## src/rtl/rst_seq_pkg.sv

```systemverilog
// Shared types and sizing helpers for the staged reset sequencer.
package rst_seq_pkg;

    localparam int MAX_STAGES = 16;

    typedef enum logic [1:0] {
        WAIT_LOCK = 2'd0,
        HOLD      = 2'd1,
        RELEASE   = 2'd2,
        DONE      = 2'd3
    } rst_seq_state_t;

    // Width that holds the largest of three terminal counts without wrapping.
    function automatic int cnt_width(input int a, input int b, input int c);
        int m;
        m = a;
        if (b > m) m = b;
        if (c > m) m = c;
        return $clog2(m + 1);
    endfunction

endpackage

```

## src/rtl/rst_seq_ctrl_lock_qual.sv

```systemverilog
// Saturating consecutive-sample lock filter; lock_ok_o flags the edge on which
// the LOCK_FILT-th consecutive high sample is taken (and stays high while saturated).
module lock_qual #(
    parameter int LOCK_FILT = 4
) (
    input  logic clk_i,
    input  logic rst_i,
    input  logic en_i,
    input  logic lock_i,
    output logic lock_ok_o
);
    import rst_seq_pkg::*;

    localparam int FW = $clog2(LOCK_FILT + 1);

    if (LOCK_FILT < 1) begin : g_bad_filt
        $error("lock_qual: LOCK_FILT must be >= 1");
    end

    logic [FW-1:0] cnt_reg;
    logic [FW-1:0] cnt_next;

    always_comb begin
        cnt_next = cnt_reg;
        if (!en_i || !lock_i) begin
            cnt_next = '0;
        end else if (cnt_reg != FW'(LOCK_FILT)) begin
            cnt_next = cnt_reg + FW'(1);
        end
    end

    always_ff @(posedge clk_i or posedge rst_i) begin
        if (rst_i) begin
            cnt_reg <= '0;
        end else begin
            cnt_reg <= cnt_next;
        end
    end

    // Looks at the registered count so the sequencer can move on the qualifying edge.
    assign lock_ok_o = en_i && lock_i &&
                       ((cnt_reg == FW'(LOCK_FILT - 1)) || (cnt_reg == FW'(LOCK_FILT)));

endmodule

```

## src/rtl/rst_seq_ctrl.sv

```systemverilog
// Staged reset sequencer: waits for qualified lock, holds, then releases
// rst_o one stage at a time (bit 0 first), re-asserting on lock loss or sw request.
module rst_seq_ctrl #(
    parameter int NUM_STAGES  = 3,
    parameter int LOCK_FILT   = 4,
    parameter int HOLD_CYCLES = 16,
    parameter int STAGE_DELAY = 8
) (
    input  logic                  clk_i,
    input  logic                  rst_i,
    input  logic                  lock_i,
    input  logic                  sw_rst_req_i,
    output logic [NUM_STAGES-1:0] rst_o,
    output logic                  rst_done_o,
    output logic                  seq_busy_o
);
    import rst_seq_pkg::*;

    localparam int CNT_W = cnt_width(LOCK_FILT, HOLD_CYCLES, STAGE_DELAY);
    localparam int IDX_W = (NUM_STAGES > 1) ? $clog2(NUM_STAGES) : 1;
    localparam logic [NUM_STAGES-1:0] ONES = {NUM_STAGES{1'b1}};

    if (NUM_STAGES < 1 || NUM_STAGES > MAX_STAGES) begin : g_bad_stages
        $error("rst_seq_ctrl: NUM_STAGES must be in 1..16");
    end
    if (HOLD_CYCLES < 1) begin : g_bad_hold
        $error("rst_seq_ctrl: HOLD_CYCLES must be >= 1");
    end
    if (STAGE_DELAY < 1) begin : g_bad_delay
        $error("rst_seq_ctrl: STAGE_DELAY must be >= 1");
    end

    rst_seq_state_t        state_reg, state_next;
    logic [CNT_W-1:0]      cnt_reg, cnt_next;
    logic [IDX_W-1:0]      idx_reg, idx_next;
    logic [NUM_STAGES-1:0] rst_reg, rst_next;
    logic                  done_reg, done_next;
    logic                  busy_reg, busy_next;
    logic                  lock_en;
    logic                  lock_ok;
    logic [NUM_STAGES-1:0] stage_sel;

    lock_qual #(
        .LOCK_FILT (LOCK_FILT)
    ) u_lock_qual (
        .clk_i     (clk_i),
        .rst_i     (rst_i),
        .en_i      (lock_en),
        .lock_i    (lock_i),
        .lock_ok_o (lock_ok)
    );

    // One-hot select of the stage released next.
    for (genvar gi = 0; gi < NUM_STAGES; gi++) begin : g_sel
        assign stage_sel[gi] = (idx_reg == IDX_W'(gi));
    end

    always_comb begin
        state_next = state_reg;
        cnt_next   = cnt_reg;
        idx_next   = idx_reg;
        rst_next   = rst_reg;
        done_next  = 1'b0;
        busy_next  = 1'b1;
        lock_en    = 1'b0;

        // Lock loss outranks everything, including a simultaneous sw request.
        if (state_reg != WAIT_LOCK && !lock_i) begin
            state_next = WAIT_LOCK;
            cnt_next   = '0;
            idx_next   = '0;
            rst_next   = ONES;
        end else begin
            case (state_reg)
                WAIT_LOCK: begin
                    lock_en  = 1'b1;
                    rst_next = ONES;
                    cnt_next = '0;
                    idx_next = '0;
                    if (lock_ok) begin
                        state_next = HOLD;
                    end
                end

                HOLD: begin
                    rst_next = ONES;
                    if (sw_rst_req_i) begin
                        cnt_next = '0;
                    end else if (cnt_reg == CNT_W'(HOLD_CYCLES - 1)) begin
                        cnt_next = '0;
                        rst_next = ONES << 1;
                        if (NUM_STAGES == 1) begin
                            state_next = DONE;
                            idx_next   = '0;
                        end else begin
                            state_next = RELEASE;
                            idx_next   = IDX_W'(1);
                        end
                    end else begin
                        cnt_next = cnt_reg + CNT_W'(1);
                    end
                end

                RELEASE: begin
                    if (sw_rst_req_i) begin
                        state_next = HOLD;
                        cnt_next   = '0;
                        idx_next   = '0;
                        rst_next   = ONES;
                    end else if (cnt_reg == CNT_W'(STAGE_DELAY - 1)) begin
                        cnt_next = '0;
                        rst_next = rst_reg & ~stage_sel;
                        if (idx_reg == IDX_W'(NUM_STAGES - 1)) begin
                            state_next = DONE;
                            idx_next   = '0;
                        end else begin
                            idx_next = idx_reg + IDX_W'(1);
                        end
                    end else begin
                        cnt_next = cnt_reg + CNT_W'(1);
                    end
                end

                DONE: begin
                    if (sw_rst_req_i) begin
                        state_next = HOLD;
                        cnt_next   = '0;
                        idx_next   = '0;
                        rst_next   = ONES;
                    end else begin
                        done_next = 1'b1;
                        busy_next = 1'b0;
                    end
                end

                default: begin
                    state_next = WAIT_LOCK;
                    cnt_next   = '0;
                    idx_next   = '0;
                    rst_next   = ONES;
                end
            endcase
        end
    end

    always_ff @(posedge clk_i or posedge rst_i) begin
        if (rst_i) begin
            state_reg <= WAIT_LOCK;
            cnt_reg   <= '0;
            idx_reg   <= '0;
            rst_reg   <= ONES;
            done_reg  <= 1'b0;
            busy_reg  <= 1'b1;
        end else begin
            state_reg <= state_next;
            cnt_reg   <= cnt_next;
            idx_reg   <= idx_next;
            rst_reg   <= rst_next;
            done_reg  <= done_next;
            busy_reg  <= busy_next;
        end
    end

    assign rst_o      = rst_reg;
    assign rst_done_o = done_reg;
    assign seq_busy_o = busy_reg;

endmodule

```

## config.mk

```make
export PLATFORM = sky130hd
export DESIGN_NAME = rst_seq_ctrl
export DESIGN_NICKNAME = d
export VERILOG_FILES = /design/src/rtl/rst_seq_pkg.sv /design/src/rtl/rst_seq_ctrl_lock_qual.sv /design/src/rtl/rst_seq_ctrl.sv
export SDC_FILE = /design/constraint.sdc
export NUM_CORES = 1
export LEC_CHECK = 0
export CAP_MARGIN = 15
export CORE_MARGIN = 5
export CORE_UTILIZATION = 40
export CTS_CLUSTER_DIAMETER = 120
export CTS_CLUSTER_SIZE = 20
export DETAILED_ROUTE_END_ITERATION = 12
export PLACE_DENSITY = 0.7
export SLEW_MARGIN = 20
export SYNTH_ARGS = -nofsm -noshare
export SYNTH_HDL_FRONTEND = slang
export SYNTH_SLANG_ARGS = --single-unit
```

## constraint.sdc

```tcl
create_clock -name clk_i -period 1.9 [get_ports clk_i]
set_clock_uncertainty 0.15 [all_clocks]
set_input_delay 0.285 -clock clk_i [delete_from_list [all_inputs] [get_ports clk_i]]
set_output_delay 0.285 -clock clk_i [all_outputs]
set_load 0.1 [all_outputs]
```

* Yosys cells after proc, flatten, opt, wreduce, memory -nomap -nowiden
Index checks and enable logic that the tools add are counted.
Word-level totals: flip-flop bits (word level) 17, bits of input ports 4, output and inout bits 5
Cells by class: add/subtract/negate cells 3, equal/unequal tests 16, muxes and demuxes 41, bitwise logic cells 2, reductions and logical operators 14
Operator list (count):
- two-way mux 2 bit | 15
- two-way mux 5 bit | 6
- one-hot mux 5 bit (4 select lines) | 1
- two-way mux 3 bit | 6
- one-hot mux 2 bit (4 select lines) | 2
- inequality test 3 bit (second input constant) | 5
- one-hot mux 3 bit (4 select lines) | 1
- two-way mux 1 bit | 10
- inequality test 4 bit (second input constant) | 2
- equality test 2 bit (second input constant) | 3
- AND reduction 6 bit | 1
- adder 5 x 1 -> 5 bit (second input constant) | 1
- equality test 5 x 3 -> 1 bit (second input constant) | 1
- equality test 5 x 4 -> 1 bit (second input constant) | 1
- equality test 2 x 1 -> 1 bit (second input constant) | 2
- logical NOT 2 bit | 2
- AND reduction 4 bit | 1
- nonzero test 2 bit | 2
- adder 3 x 1 -> 3 bit (second input constant) | 1
- AND 3 bit | 1
- equality test 3 x 2 -> 1 bit (second input constant) | 1
- equality test 3 bit (second input constant) | 1
- logical AND 1 bit | 3
- NOT 3 bit | 1
- 4 further kinds | 6

* Depth between registers and ports, before layout
Gate-level depths: netlist of the first run.
depth in word-level cells 8, mapped depth 8

* Hierarchy
From an unflattened synthesis of the first run, not the netlist that was laid out.
Second synthesis, totals: cell total of the unflattened synthesis 127, area total of the unflattened synthesis 1164.9 µm²
By module, submodules not included:
- rst_seq_ctrl | instances 1, cells an instance 106, area each 970.9 µm²
- lock_qual | instances 1, cells an instance 21, area each 193.9 µm²

* Least setup slack after synthesis of the first run
OpenSTA, ideal clock, no wires.
kind reg2reg, start point register state_reg[0], end point register state_reg[1], library setup time 0.125 ns, arrival time 1.714 ns, required time 1.625 ns, setup slack -0.088 ns, stages on the path, launching flop included 8, cells stage by stage dfrtp_1 -> inv_1 -> ha_1 -> or2_1 -> buf_6 -> a222oi_1 -> o211ai_1 -> o2bb2ai_1
Between the ends: cells in the longest elaborated chain, start to end 7, elaborated cells on any way between the ends 19
RTL lines:
- from (decl) | line rst_seq_ctrl.sv:33 | rst_seq_state_t state_reg, state_next;
- from (signal assigned) | line rst_seq_ctrl.sv:155 | state_reg <= state_next;
- logical NOT 2 bit / nonzero test 2 bit (equally long branches) | line rst_seq_ctrl.sv:74, rst_seq_ctrl.sv:68
- two-way mux 1 bit / logical AND 1 bit (equally long branches) | line rst_seq_ctrl.sv:74, rst_seq_ctrl.sv:68
- two-way mux 1 bit | line rst_seq_ctrl.sv:68 | if (state_reg != WAIT_LOCK && !lock_i) begin
- logical AND 1 bit (2 in a row) | line rst_seq_ctrl_lock_qual.sv:41 | assign lock_ok_o = en_i && lock_i &&
- inequality test 3 bit (no source line)
- AND reduction 6 bit (no source line)
Parallel ways exist; a longest one is shown, timed or not. A chain may end at the register's enable or synchronous reset.

* Final worst setup path of the first run
start point register state_reg[1], end point register state_reg[0]
Same word-level chain as after synthesis.

==> results of run 1 <==
[layout make-up]
type	instances	area share, %
well taps	31	2.35
clock buffers	3	1.37
flip-flops and latches	17	26.1
multi-input cells	94	45.0
clock inverters	1	0.455
repair buffers	39	22.0
inverters	12	2.73
[what timing repair did]
item,CTS,global route
pin swaps,1,6
hold endpoints to repair,0,0
buffers inserted,3,4
endpoints found under the setup margin,4,10
hold buffers,0,0
resized for setup,6,14
[routing by layer]
layer,routed length (um),global-route usage (%)
met2,1580,26.6
met1,1230,18.1
met5,0,0
met4,42,4.16
met3,118,2.13
[worst paths after layout]
kind	start	slack [ns]	depth (start not counted)	to
setup / recovery	state_reg[1]	-0.05	7	state_reg[0]
hold / removal	rst_i	0.15	3	u_lock_qual.cnt_reg[2]
setup reg to reg	state_reg[1]	-0.05	7	state_reg[0]
hold reg to reg	rst_o[1]	0.39	1	rst_o[1]
max in group asynchronous	rst_i	1.20	3	rst_o[1]
min in group clk_i	rst_o[1]	0.39	1	rst_o[1]
[power by group through the flow]
stage	clock network [mW]	logic [mW]	registers (mW)
after floorplan	0	0.678	0.710
after global placement	0	1.28	0.548
after detailed placement	0	1.31	0.554
after CTS	0.216	1.38	0.549
after global routing	0.241	1.70	0.564
final	0.210	1.57	0.549
[cells in the final DEF (no fill, tap or decap), types with 2 or more instances in the layout]
master            n
buf_4            31
nor2b_1           3
o21ai_0           7
nand2b_1          7
dfrtp_1          13
a21o_1            2
buf_12            5
clkbuf_4          3
nand2_1          12
nand3_1           5
ha_4              3
nor2_1            6
a21oi_1           8
o2111ai_1         2
dfstp_2           4
clkdlybuf4s50_1   3
mux2i_1           2
inv_1             9
a211oi_1          3
ha_1              5
inv_2             3
[critical path, cell delays in order (launching register included)]
cell,delay (ns)
dfrtp_1,0.44
inv_2,0.07
ha_4,0.16
or2_4,0.23
a222oi_1,0.38
buf_4,0.19
a211o_4,0.12
o211ai_2,0.09
[stage by stage]
step                      area [sq um]  std cells
after floorplan                   1160        128
after global placement            1480        186
after detailed placement          1480        186
after CTS                         1570        193
after global routing              1650        197
final                             1650        197
[kinds of logic after synthesis]
family | share of synthesized area, %
AO/OA/AOI/OAI | 22.8
XOR/XNOR | 0.763
adder cells (fa/ha/maj) | 9.80
buffers and inverters | 6.43
flip-flops | 37.5
multiplexers | 1.74
AND/OR/NAND/NOR | 21.0
==> impl_results.md, run 1 <==
* GRT Overall Usage at 14.8%
* Core area at 2760 sq um
* Cell internal pwr at 1.30 mW
* Status: complete, but fails checks
* Syn Nets at 141
* Failing checks: negative setup slack
* Number of global-route vias before repair at 1115
* Actual slew at the worst max-slew pin at 0.407 ns
* Clk pwr share at 9.0%
* DIE AREA at 4040 sq um
* Total Wirelength at 2970 um
* Cell Rows at 19
* Initial antenna violation count at 0
* Clk sinks at 17
* Fin crit period at 1.95 ns
* Worst hold margin at 0.147 ns
* Synth area leaders: dfrtp_1 (28%), ha_1 (9.8%), dfstp_2 (9.2%), nand2b_1 (4.4%), o21ai_0 (3.9%)
* Fin crit share at 103%
* Max reg flops at 5
* Grt total ovfl at 0
* Synth Flop Type: dfrtp_1
* Post-synth EDFFs at 0
* NetSw at 1.03 mW
* Dpl ws at -0.194 ns
* Lkg Pwr at 0.725 nW
* Synth unique cells at 40
* Share of the synthesized area in the top cell type at 28.3%
* Max cap viols at 0
* Peak VDD IR at 0.00109 V
* Largest net degree at the start of global routing at 18
* Startpoint Class: flop
* Max Slew Vio Count at 0
* Number of inserted diodes at 0
* GPL Wtd Cong at 0.838
* I/O Pins at 9
* Flops & latches, synth at 17
* Rel. slew slack at 72.6%
* Area growth, synth to finish at 43.6%
* Power share of the combinational group at 67.4%
* Critical Path RT at 1.92 ns
* Chip Width at 63.6 um
* CTS tree: yes
* DRT iter0 DRCs at 28
* Layout fillers at 239
* First-pass iteration count of the detailed router at 4
* Initial Utilization at 41.7%
* Sw frac at 44.1%
* Setup WS post-layout at -0.0536 ns
* DRC errors left at 0
* Fmax at 0.512 GHz
* WP data arrival at 1.98 ns
* Via density at 5.62
* Clk root buf: clkbuf_4
* Overall Power at 2.33 mW
* Post-Synthesis Cells at 128
* Port Buffer Count at 8
* Worst-path fanout max at 4
* Top cells by count, synth: dfrtp_1 (13), inv_1 (12), nand2_1 (12)
* Crit. End Element: flop
* CTS Buf Count at 3
* Via Count at 1108
* Worst-skew pair later-pin latency at 0.29 ns
* Final Util at 59.8%
* First-pass GRT wire length at 4910 um
* DP HPWL at 2160 um
* Synth Area per Inst at 8.97 sq um
* DIE HEIGHT at 63.6 um
* Clock Tree Buf Depth at 2
* Clock transition at path regs at 0.11 ns
* Hold Crit Class: in2async
* Sequential share of the synthesized area at 37.5%
* Layout cells sized above 1 at 38.6%
* Hold Fails Final Rpt at 0
* Antenna-violating nets left at 0
* NumNets Final at 180
* Total negative setup slack at -0.0536 ns
* Leading area contributor after synthesis: dfrtp_1
* YS warnings at 0
* Post-Syn Area at 1150 sq um
* Top-count cell post-synth: dfrtp_1
* CP Class: reg2reg
* Register area at 430 sq um
* Async SR Flop Fraction at 100%
* WL per Instance at 15.1 um
* Final setup fails at 1
* Multi-input gate area at 742 sq um
* H-tree levels at 1
* RSZ-0062 raised after global routing: yes
* Pwr Density at 1410 nW/um^2
* Sequential Power Share at 23.6%
(Power assumes the default switching activity.)
==> run 2: changes to the inputs <==
--- a/config.mk
+++ b/config.mk
@@ -5,6 +5,7 @@
 export SDC_FILE = /design/constraint.sdc
 export NUM_CORES = 1
 export LEC_CHECK = 0
+export ABC_CLOCK_PERIOD_IN_PS = 1900
 export CAP_MARGIN = 15
 export CORE_MARGIN = 5
 export CORE_UTILIZATION = 40
==> results of run 2 <==
Final layout, timing and power as in run 1 (identical DEF).
==> run 3: changes to the inputs <==
--- a/config.mk
+++ b/config.mk
@@ -9,9 +9,11 @@
 export CAP_MARGIN = 15
 export CORE_MARGIN = 5
 export CORE_UTILIZATION = 40
+export CTS_BUF_LIST = sky130_fd_sc_hd__clkbuf_16
 export CTS_CLUSTER_DIAMETER = 120
 export CTS_CLUSTER_SIZE = 20
 export DETAILED_ROUTE_END_ITERATION = 12
+export GPL_ROUTABILITY_DRIVEN = 0
 export PLACE_DENSITY = 0.7
 export SLEW_MARGIN = 20
 export SYNTH_ARGS = -nofsm -noshare
==> run 3 against run 2 <==
Against the previous run: the flow still finishes with violations (negative setup slack); via count fell by 0.27%; core utilization rose by 1.4 points; design area rose by 2.3%; worst setup slack improved by 0.0014 ns; sequential share of layout area fell by 0.51 points; total power rose by 8.5%; clock power rose by 100%; non-clock buffer count fell by 2; fmax barely moved.
==> impl_results.md, run 3 (same netlist as run 1, synthesis figures left out) <==
* Status: complete, but fails checks (unchanged)
* Failing checks: negative setup slack (unchanged)
* Grt total ovfl at 0 (unchanged)
* Clock Tree Buf Depth at 2 (unchanged)
* Overall Power at 2.53 mW (was 2.33 mW)
* Register area at 432 sq um (was 430 sq um)
* Worst-path fanout max at 4 (unchanged)
* Sw frac at 41.1% (was 44.1%)
* Worst hold margin at 0.210 ns (was 0.147 ns)
* WP data arrival at 1.93 ns (was 1.98 ns)
* R2R Path Start: state_reg[0] (was state_reg[1])
* Setup WS post-layout at -0.0522 ns (was -0.0536 ns)
* Placed cells at 186 (unchanged)
* Critical Path RT at 1.87 ns (was 1.92 ns)
* Max cap viols at 0 (unchanged)
* Max reg flops at 5 (unchanged)
* Chip Width at 63.6 um (unchanged)
* CTS tree: yes (unchanged)
* Layout fillers at 233 (was 239)
* Hold Fails Final Rpt at 0 (unchanged)
* Clk pwr share at 16.9% (was 9.0%)
* DP HPWL at 2160 um (unchanged)
* Post-route insts no fill at 195 (was 197)
* Multi-input gate area at 741 sq um (was 742 sq um)
* Area growth, synth to finish at 46.8% (was 43.6%)
* Crit. End Element: flop (unchanged)
* Peak VDD IR at 0.00115 V (was 0.00109 V)
* First-pass iteration count of the detailed router at 4 (unchanged)
* CP Launch Point: state_reg[0] (was state_reg[1])
* Via density at 5.67 (was 5.62)
* Core area at 2760 sq um (unchanged)
* Fin crit share at 103% (about the same)
* Fmax at 0.512 GHz (about the same)
* Worst setup path end: state_reg[0] (unchanged)
* Slowest cell on the critical path: dfrtp_1 (unchanged)
* Pwr Density at 1500 nW/um^2 (was 1410 nW/um^2)
* Hold Crit Class: in2async (unchanged)
* Reg-to-reg endpoint: state_reg[0] (unchanged)
* WL per Instance at 15.5 um (was 15.1 um)
* Crit-path cells: inv_2, ha_4, or2_4, a222oi_1, buf_4, a211o_2, o211ai_2 (was inv_2, ha_4, or2_4, a222oi_1, buf_4, a211o_4, o211ai_2)
* Number of global-route vias before repair at 1137 (was 1115)
* Reg-to-reg slack, setup at -0.05 ns (about the same)
* Sequential Power Share at 22.1% (was 23.6%)
* Antenna-violating nets left at 0 (unchanged)
* CTS Buf Count at 3 (unchanged)
* H-tree levels at 1 (unchanged)
* Final setup fails at 4 (was 1)
* Max Slew Vio Count at 0 (unchanged)
* Largest net degree at the start of global routing at 18 (unchanged)
* Actual slew at the worst max-slew pin at 0.373 ns (was 0.407 ns)
* DIE HEIGHT at 63.6 um (unchanged)
* Commonest non-fill, non-tap cells in the layout: buf_4 (29), nand2_1 (12), dfrtp_1 (12) (was buf_4 (31), dfrtp_1 (13), nand2_1 (12))
* Hold_buf cts at 0 (unchanged)
* RSZ-0062 raised after global routing: yes (unchanged)
* Instance count on the critical path at 7 (unchanged)
* Total Wirelength at 3020 um (was 2970 um)
* DIE AREA at 4040 sq um (unchanged)
* Fin crit period at 1.95 ns (about the same)
* Worst path bufs/invs at 2 (unchanged)
* Clk root buf: clkbuf_16 (was clkbuf_4)
* NumNets Final at 178 (was 180)
* I/O Pins at 9 (unchanged)
* Worst-skew pair later-pin latency at 0.25 ns (was 0.29 ns)
* Startpoint Class: flop (unchanged)
* Clk sinks at 17 (unchanged)
* Clock transition at path regs at 0.05 ns (was 0.11 ns)
* NetSw at 1.04 mW (was 1.03 mW)
* Layout cells sized above 1 at 39.0% (was 38.6%)
* Initial antenna violation count at 0 (unchanged)
* Port Buffer Count at 8 (unchanged)
* Via Count at 1105 (was 1108)
* First-pass GRT wire length at 5100 um (was 4910 um)
* GRT Overall Usage at 15.5% (was 14.8%)
* Rel. slew slack at 74.9% (was 72.6%)
* Number of inserted diodes at 0 (unchanged)
* Power share of the combinational group at 61.0% (was 67.4%)
* Initial Utilization at 41.7% (unchanged)
* DRC errors left at 0 (unchanged)
* CP Class: reg2reg (unchanged)
* Lkg Pwr at 0.737 nW (was 0.725 nW)
* Cell Rows at 19 (unchanged)
* Crit-path leading delay family: compound AO/OA/AOI/OAI gates (unchanged)
* Most common cell after layout, fill and taps aside: buf_4 (unchanged)
* DRT iter0 DRCs at 40 (was 28)
* Crit-path max cell delay at 0.41 ns (was 0.44 ns)
* Cell internal pwr at 1.49 mW (was 1.30 mW)
* Total negative setup slack at -0.0944 ns (was -0.0536 ns)
* R2R cell count at 7 (unchanged)
## run 3: timing repair
action,in CTS,in global routing
resized for setup,5,15
buffers inserted,3,2
pin swaps,1,4
gates cloned,0,0
endpoints found under the setup margin,3,10
## run 3: cell type report
type | instances | share of cell area [%]
Multi-Input combinational cell | 94 | 43.9
Tap cell | 31 | 2.30
Clock buffer | 3 | 4.45
Clock inverter | 1 | 0.445
Timing Repair Buffer | 37 | 20.6
Inverter | 12 | 2.67
Sequential cell | 17 | 25.6
## run 3: stage by stage
| step | setup WS (ns) | util, % | cell area (sq um) |
|---|---|---|---|
| 2_1_floorplan | -0.0663 | - | 1160 |
| 3_3_place_gp | -0.103 | 53.7 | 1480 |
| 3_5_place_dp | -0.194 | 53.7 | 1480 |
| 4_1_cts | -0.0391 | 58.5 | 1610 |
| 5_1_grt | -0.164 | 61.2 | 1690 |
| 6_report | -0.0522 | 61.2 | 1690 |
## run 3: power by group through the flow
stage                     sequential [mW]  combinational (mW)  clock, mW
after floorplan                     0.710               0.678          0
after global placement              0.548                1.28          0
after detailed placement            0.554                1.31          0
after CTS                           0.550                1.37      0.436
after global routing                0.573                1.67      0.462
final                               0.558                1.54      0.427
## run 3: worst min path at each step
stage          slack, ns                      to      from  depth (start not counted)
4_1_cts             0.22              rst_done_o     rst_i                          3
6_report            0.21              cnt_reg[0]     rst_i                          3
3_3_place_gp        0.37                rst_o[1]  rst_o[1]                          1
2_1_floorplan       0.06              cnt_reg[0]     rst_i                          1
3_5_place_dp        0.37                rst_o[1]  rst_o[1]                          1
5_1_grt             0.25  u_lock_qual.cnt_reg[2]     rst_i                          3
## run 3: worst reg2reg max path: cells and delay by family (launching register included)
kind / cells / cell delay, ns
AOI/OAI and AO/OA: 3 / 0.60
DFF: 1 / 0.41
buffers and inverters: 2 / 0.29
and+or+nand+nor: 1 / 0.23
adders and majority gates: 1 / 0.17
## run 3: per-layer routing
layer / part of all wire [%] / vias up / track usage, %
met2: 53 / 32 / 28.0
met5: 0 / - / 0
met3: 5.0 / 2 / 3.20
li1: - / 528 / -
met1: 42 / 543 / 18.8
met4: 0.40 / 0 / 2.86
